**src/rtl/aurora_rx_block_filter.sv**
```systemverilog
// aurora_rx_block_filter
// Qualifies lane lock from sync-header validity, discards idle control blocks,
// and buffers the remaining 66-bit blocks in a first-word-fall-through FIFO.
//
// Ports:
//   clk_rx_i     block clock (aurora_rx_lane output clock)
//   rst_n_i      asynchronous active-low reset
//   rx_data_i    64-bit block payload from lane
//   rx_header_i  2-bit sync header from lane
//   rx_valid_i   block strobe from lane
//   clear_i      synchronous clear of health counters and sticky flag
//   data_o       FIFO head payload
//   header_o     FIFO head header
//   valid_o      FIFO head valid
//   ready_i      consumer accept; pop when valid_o & ready_i
//   locked_o     lane-lock state
//   overflow_o   sticky: a block was dropped because the FIFO was full
//   err_cnt_o    invalid-header count, saturating
//   drop_cnt_o   overflow drop count, saturating
//   blk_cnt_o    blocks written to the FIFO, wrapping
module aurora_rx_block_filter #(
    parameter int unsigned FIFO_DEPTH    = 16,
    parameter logic [7:0]  IDLE_BTF      = 8'h78,
    parameter int unsigned LOCK_GOOD_CNT = 64,
    parameter int unsigned LOSS_ERR_CNT  = 16,
    parameter int unsigned ERR_WINDOW    = 1024
) (
    input  logic        clk_rx_i,
    input  logic        rst_n_i,
    input  logic [63:0] rx_data_i,
    input  logic [1:0]  rx_header_i,
    input  logic        rx_valid_i,
    input  logic        clear_i,
    output logic [63:0] data_o,
    output logic [1:0]  header_o,
    output logic        valid_o,
    input  logic        ready_i,
    output logic        locked_o,
    output logic        overflow_o,
    output logic [15:0] err_cnt_o,
    output logic [15:0] drop_cnt_o,
    output logic [31:0] blk_cnt_o
);

    localparam int unsigned AW = $clog2(FIFO_DEPTH);
    localparam int unsigned CW = AW + 1;
    localparam int unsigned GW = $clog2(LOCK_GOOD_CNT + 1);
    localparam int unsigned WW = $clog2(ERR_WINDOW);
    localparam int unsigned EW = $clog2(LOSS_ERR_CNT + 1);

    localparam logic [1:0] HDR_DATA = 2'b01;
    localparam logic [1:0] HDR_CTRL = 2'b10;

    typedef enum logic {
        ST_UNLOCKED = 1'b0,
        ST_LOCKED   = 1'b1
    } state_t;

    typedef struct packed {
        logic [1:0]  hdr;
        logic [63:0] data;
    } entry_t;

    state_t          r_state;
    state_t          w_state_nxt;
    logic [GW-1:0]   r_good_cnt;
    logic [GW-1:0]   w_good_cnt_nxt;
    logic [WW-1:0]   r_win_cnt;
    logic [WW-1:0]   w_win_cnt_nxt;
    logic [EW-1:0]   r_win_err;
    logic [EW-1:0]   w_win_err_nxt;

    entry_t          r_mem [FIFO_DEPTH];
    logic [AW-1:0]   r_wr_ptr;
    logic [AW-1:0]   r_rd_ptr;
    logic [CW-1:0]   r_count;

    logic [15:0]     r_err_cnt;
    logic [15:0]     r_drop_cnt;
    logic [31:0]     r_blk_cnt;
    logic            r_overflow;

    logic            w_hdr_valid;
    logic            w_err_inc;
    logic            w_is_idle;
    logic            w_push_req;
    logic            w_pop;
    logic            w_full;
    logic            w_push;
    logic            w_drop;
    logic            w_win_wrap;
    logic [EW-1:0]   w_win_base;

    // Header classification and write qualification
    assign w_hdr_valid = (rx_header_i == HDR_DATA) || (rx_header_i == HDR_CTRL);
    assign w_err_inc   = rx_valid_i && !w_hdr_valid;
    assign w_is_idle   = (rx_header_i == HDR_CTRL) && (rx_data_i[63:56] == IDLE_BTF);
    assign w_push_req  = rx_valid_i && (r_state == ST_LOCKED) && w_hdr_valid && !w_is_idle;

    // A pop in the same cycle frees the slot, so a full FIFO can still accept
    assign w_pop  = valid_o && ready_i;
    assign w_full = (r_count == CW'(FIFO_DEPTH));
    assign w_push = w_push_req && (!w_full || w_pop);
    assign w_drop = w_push_req && w_full && !w_pop;

    // On the last block of a window the error tally restarts, so an invalid
    // header on that block is the first error of the new window
    assign w_win_wrap = (r_win_cnt == WW'(ERR_WINDOW - 1));
    assign w_win_base = w_win_wrap ? '0 : r_win_err;

    // Lock FSM state and its counters
    always_ff @(posedge clk_rx_i or negedge rst_n_i) begin
        if (!rst_n_i) begin
            r_state    <= ST_UNLOCKED;
            r_good_cnt <= '0;
            r_win_cnt  <= '0;
            r_win_err  <= '0;
        end else begin
            r_state    <= w_state_nxt;
            r_good_cnt <= w_good_cnt_nxt;
            r_win_cnt  <= w_win_cnt_nxt;
            r_win_err  <= w_win_err_nxt;
        end
    end

    // Lock FSM next state
    always_comb begin
        w_state_nxt    = r_state;
        w_good_cnt_nxt = r_good_cnt;
        w_win_cnt_nxt  = r_win_cnt;
        w_win_err_nxt  = r_win_err;
        if (rx_valid_i) begin
            case (r_state)
                ST_UNLOCKED: begin
                    if (!w_hdr_valid) begin
                        w_good_cnt_nxt = '0;
                    end else if (r_good_cnt == GW'(LOCK_GOOD_CNT - 1)) begin
                        w_state_nxt    = ST_LOCKED;
                        w_good_cnt_nxt = '0;
                        w_win_cnt_nxt  = '0;
                        w_win_err_nxt  = '0;
                    end else begin
                        w_good_cnt_nxt = r_good_cnt + GW'(1);
                    end
                end
                ST_LOCKED: begin
                    w_win_cnt_nxt = w_win_wrap ? '0 : r_win_cnt + WW'(1);
                    w_win_err_nxt = w_win_base;
                    if (!w_hdr_valid) begin
                        if (w_win_base == EW'(LOSS_ERR_CNT - 1)) begin
                            w_state_nxt    = ST_UNLOCKED;
                            w_good_cnt_nxt = '0;
                        end else begin
                            w_win_err_nxt = w_win_base + EW'(1);
                        end
                    end
                end
                default: begin
                    w_state_nxt = ST_UNLOCKED;
                end
            endcase
        end
    end

    // FIFO storage and pointers
    always_ff @(posedge clk_rx_i or negedge rst_n_i) begin
        if (!rst_n_i) begin
            for (int i = 0; i < FIFO_DEPTH; i++) begin
                r_mem[i] <= '0;
            end
            r_wr_ptr <= '0;
            r_rd_ptr <= '0;
            r_count  <= '0;
        end else begin
            if (w_push) begin
                r_mem[r_wr_ptr] <= '{hdr: rx_header_i, data: rx_data_i};
                r_wr_ptr        <= r_wr_ptr + AW'(1);
            end
            if (w_pop) begin
                r_rd_ptr <= r_rd_ptr + AW'(1);
            end
            if (w_push && !w_pop) begin
                r_count <= r_count + CW'(1);
            end else if (!w_push && w_pop) begin
                r_count <= r_count - CW'(1);
            end
        end
    end

    // Health counters and sticky overflow; clear takes priority over increments
    always_ff @(posedge clk_rx_i or negedge rst_n_i) begin
        if (!rst_n_i) begin
            r_err_cnt  <= '0;
            r_drop_cnt <= '0;
            r_blk_cnt  <= '0;
            r_overflow <= 1'b0;
        end else if (clear_i) begin
            r_err_cnt  <= '0;
            r_drop_cnt <= '0;
            r_blk_cnt  <= '0;
            r_overflow <= 1'b0;
        end else begin
            if (w_err_inc && (r_err_cnt != 16'hFFFF)) begin
                r_err_cnt <= r_err_cnt + 16'd1;
            end
            if (w_drop) begin
                r_overflow <= 1'b1;
                if (r_drop_cnt != 16'hFFFF) begin
                    r_drop_cnt <= r_drop_cnt + 16'd1;
                end
            end
            if (w_push) begin
                r_blk_cnt <= r_blk_cnt + 32'd1;
            end
        end
    end

    assign data_o     = r_mem[r_rd_ptr].data;
    assign header_o   = r_mem[r_rd_ptr].hdr;
    assign valid_o    = (r_count != '0);
    assign locked_o   = (r_state == ST_LOCKED);
    assign overflow_o = r_overflow;
    assign err_cnt_o  = r_err_cnt;
    assign drop_cnt_o = r_drop_cnt;
    assign blk_cnt_o  = r_blk_cnt;

endmodule

```
**config.mk**
```make
export PLATFORM = sky130hd
export DESIGN_NAME = aurora_rx_block_filter
export DESIGN_NICKNAME = d
export VERILOG_FILES = /design/src/rtl/aurora_rx_block_filter.sv
export SDC_FILE = /design/constraint.sdc
export NUM_CORES = 2
export LEC_CHECK = 0
export BUFFER_PORTS_ARGS = -buffer_cell sky130_fd_sc_hd__buf_2
export CAP_MARGIN = 10
export CORE_MARGIN = 5
export CORE_UTILIZATION = 28
export DETAILED_ROUTE_END_ITERATION = 10
export GPL_TIMING_DRIVEN = 0
export PLACE_DENSITY = 0.51
export SLEW_MARGIN = 20
export SYNTH_ARGS = -nofsm -noshare
export SYNTH_HDL_FRONTEND = slang
export SYNTH_SLANG_ARGS = --single-unit
```
**constraint.sdc**
```tcl
create_clock -name clk_rx_i -period 7.05 [get_ports clk_rx_i]
set_input_delay 0.3525 -clock clk_rx_i [delete_from_list [all_inputs] [get_ports clk_rx_i]]
set_output_delay 0.3525 -clock clk_rx_i [all_outputs]
set_load 0.005 [all_outputs]
```
==> summary.md <==
| Metric | Value |
|---|---|
| Status | complete, no violations |
| RR Endpoint | r_count[4] |
| Vias per cell | 4.78 |
| WL final | 150,000 um |
| Routed vias | 30.4k |
| XOR/XNOR Fraction of Synth Area | 0.00637 |
| Met2 usage | 0.256 |
| # rows | 160 |
| Setup TNS | 0 ns |
| Ys async rst share | 1.00 |
| Die Width | 448 um |
| Synth Flop Type | dfrtp_1 |
| Worst setup endpoint | r_count[4] |
| Vias in the first global route | 32.8k |
| Crit path max fanout | 10 |
| Total global routing track utilization | 0.150 |
| R2r setup slk | 3.16 ns |
| Final Cycle Share | 0.676 |
| Core area | 190,000 um^2 |
| Yosys warns | 0 |
| Min Tclk post-route | 4.76 ns |
| Syn Std Cell Area | 53,600 um^2 |
| Worst-path clk slew | 0.06 ns |
| Startpoint types | input pin |
| Dpl hpwl | 100,000 um |
| Worst path required time | 7.70 ns |
| CP arrival | 5.42 ns |
| Initial DRC count | 1,488 |
| Total CTS buffers | 130 |
| Die H | 448 um |
| Layout area overhead | 17.7% |
| Fin cells | 6,352 |
| CP max-delay cell | clkbuf_1 |
| Max rail drop VDD | 0.282 mV |
| Synth Area in Adders | 0.00410 |
| Hold crit path type | in -> reg |
| Worst r2r path cells | 14 |
| Cells after synthesis | 3,317 |
| Commonest cells post-synth | 1,157 x dfrtp_1, 901 x mux2_2, 330 x mux4_2 |
| Syn Area/Cell | 16.2 um^2 |
| Root Driver | clkbuf_16 |
| Die ar. | 200,000 um^2 |
| CP Depth | 19 |
| Reg2reg start | r_count[1] |
| Antenna-violating nets left | 0 |
| Initial antenna violation count | 20 |
| Mux cell area share after synthesis | 0.373 |
| Post-synth EDFFs | 0 |
| Met1 GRT Util | 0.194 |
| Rel. slew slack | 0.277 |
| Largest net degree at the start of global routing | 134 |
| Register area | 29,000 um^2 |
| Residual DRC | 0 |
| Largest cells by area after synthesis | dfrtp_1 54%, mux2_2 19%, mux4_2 14% |
| Number of port buffers | 203 |
| Crit path buf inv count | 9 |
| Most frequent CP cell | clkbuf_1 |
| CP startpoint | rx_header_i[0] |
| Crit end category | register |
| Largest family of logic cells by synthesized area | multiplexers |
| Netlist cell types | 62 |
| Multi-input gate area | 22,900 um^2 |
| Share of cells above drive strength 1 | 0.515 |
| Total grt overflow | 0 |
| I/O pin cnt | 204 |
| Setup CP Type | in -> reg |
| GRT Max-Usage Layer | met2 |
| Post-synth top area cell | dfrtp_1 |
| RSZ-0062 raised after global routing | false |
| Compound-gate portion of the synthesized area | 0.0133 |
| Cells after DPL | 6,041 |
| Worst slew pin tran | 1.08 ns |
| # Max-Cap Violations | 0 |
| F_max | 0.210 GHz |
| Initial Utilization | 0.282 |
| CTS tree | built |
| Slew Viols, Final | 0 |
| Cell with the most instances after synthesis | dfrtp_1 |
| Pre-antenna DRT Iters | 5 |
| Clock Tree Buf Depth | 3 |
| Final net count | 3,819 |
| First-pass GRT wire length | 225,000 um |
| Clock sinks | 1,157 |
| Max stage delay on crit path | 0.69 ns |
| DR WL/cell | 23.6 um |
| Final hold violations | 0 |
| Skew-Pair Late Insertion Delay | 0.77 ns |
| GP Congestion | 0.751 |
| Fill cells | 18.5k |
| Sequential share of the synthesized area | 0.540 |
| Leakage | 0.0294 uW |
| Delay-heaviest family, CP | buffers and inverters |
| Post-synth top area share | 0.540 |
| Post-Synth Simple-Gate Area | 0.0291 |
| # H-tree levels | 4 |
| Postcts setup bufs | 0 |
| Setup violators final | 0 |
| Cell chain of the critical path | dlygate4sd3_1 > buf_2 > clkbuf_1 > inv_1 > ha_1 > clkbuf_1 > nor2_1 > and3_1 > buf_6 > buf_6 > clkbuf_1 > ha_1 > inv_1 > fa_1 > a21o_1 > a21oi_1 > xnor2_1 > nor2_1 > xor2_1 |
| Met3 GRT Util | 0.0273 |
| Clk_skew | 0.0242 ns |
| Syn_nets | 3,405 |
| Synth Register Bits | 1,157 |
| P per Cell Area | 220 nW/um^2 |
## layout by cell type (no fill, tap or decap), drive strengths merged, types with 13 or more instances in the layout
master,count
mux2,1061
or3,21
nand4,30
and3,22
mux4,330
nor2,63
nand2,52
nand3,33
inv,32
dfrtp,1157
ha,16
clkbuf,329
nor3,20
xor2,13
dlygate4sd3,69
buf,357
clkinv,23
xnor2,26
a21oi,41
o21ai,31
## logic make-up after synthesis
| group | Yosys count |
|---|---|
| buffers and inverters | 301 |
| xor gates and xnor gates | 39 |
| DFF | 1157 |
| and+or+nand+nor | 291 |
| muxes | 1396 |
| AOI/OAI and AO/OA | 116 |
| adders and majority gates | 17 |
## through the flow
stage,area (um^2),hold WS (ns),total power [uW],setup WS [ns],util
after global placement,57800,0.465,7090,-20.89,0.304
after floorplan,53600,0.0569,6850,3.61,-
after detailed placement,58100,0.328,7100,2.00,0.305
after global routing,63100,0.0518,14400,2.00,0.331
after CTS,63100,0.00142,14100,2.25,0.331
final,63100,0.0602,13900,2.29,0.332
## worst min path at each step
| stage | startpoint | to | depth (start not counted) | slack, ns |
|---|---|---|---|---|
| 6_report | ready_i | r_rd_ptr[1] | 4 | 0.06 |
| 5_1_grt | ready_i | r_rd_ptr[1] | 4 | 0.05 |
| 4_1_cts | ready_i | r_rd_ptr[1] | 4 | 0.001 |
| 3_5_place_dp | rst_n_i | r_mem[227] | 1 | 0.33 |
| 3_3_place_gp | r_count[4] | r_count[4] | 1 | 0.47 |
| 2_1_floorplan | rst_n_i | blk_cnt_o[0] | 0 | 0.06 |
## repair_timing
action / 4_1_cts / 5_1_grt
hold buffers: 69 / 0
resized for setup: 0 / 0
hold endpoints to repair: 491 / 0
## registers in the layout, indices dropped and copies added (netlist names)
| name | flops |
|---|---|
| blk_cnt_o | 32 |
| drop_cnt_o | 16 |
| err_cnt_o | 16 |
| locked_o | 1 |
| overflow_o | 1 |
| r_count | 5 |
| r_good_cnt | 7 |
| r_mem | 1056 |
| r_rd_ptr | 4 |
| r_win_cnt | 10 |
| r_win_err | 5 |
| r_wr_ptr | 4 |
## layer usage
metal	wire length (um)	vias up
met3	5260	229
met2	75300	471
met4	4570	4
met5	21	-
li1	-	13272
met1	64900	16383
## final cells by class
class | instances | area share
repair buffers | 282 | 0.0316
flip-flops and latches | 1157 | 0.459
plain buffers | 279 | 0.0279
well taps | 2511 | 0.0498
inverters | 22 | 0.00131
clock inverters | 39 | 0.00613
clock buffers | 194 | 0.0619
multi-input cells | 1859 | 0.362
diodes | 9 | 0.000357
## worst register-to-register path, stage by stage, from the launching register on
cell      delay [ns]
dfrtp_1         0.44
nor4_4          0.52
nand2_2         0.20
and3_1          0.29
buf_6           0.17
buf_6           0.16
clkbuf_1        0.40
ha_1            0.41
inv_1           0.14
ha_1            0.29
a21o_1          0.20
a21oi_1         0.18
xnor2_1         0.15
nor2_1          0.07
xor2_1          0.15
## report_power, final
part	leakage (uW)	internal, uW	switching (uW)
combinational	0.0112	79.5	268
clock	0.00213	4000	2860
sequential	0.0161	6650	8.70
total	0.0294	10700	3140
Power figures use the tool's default switching activity.
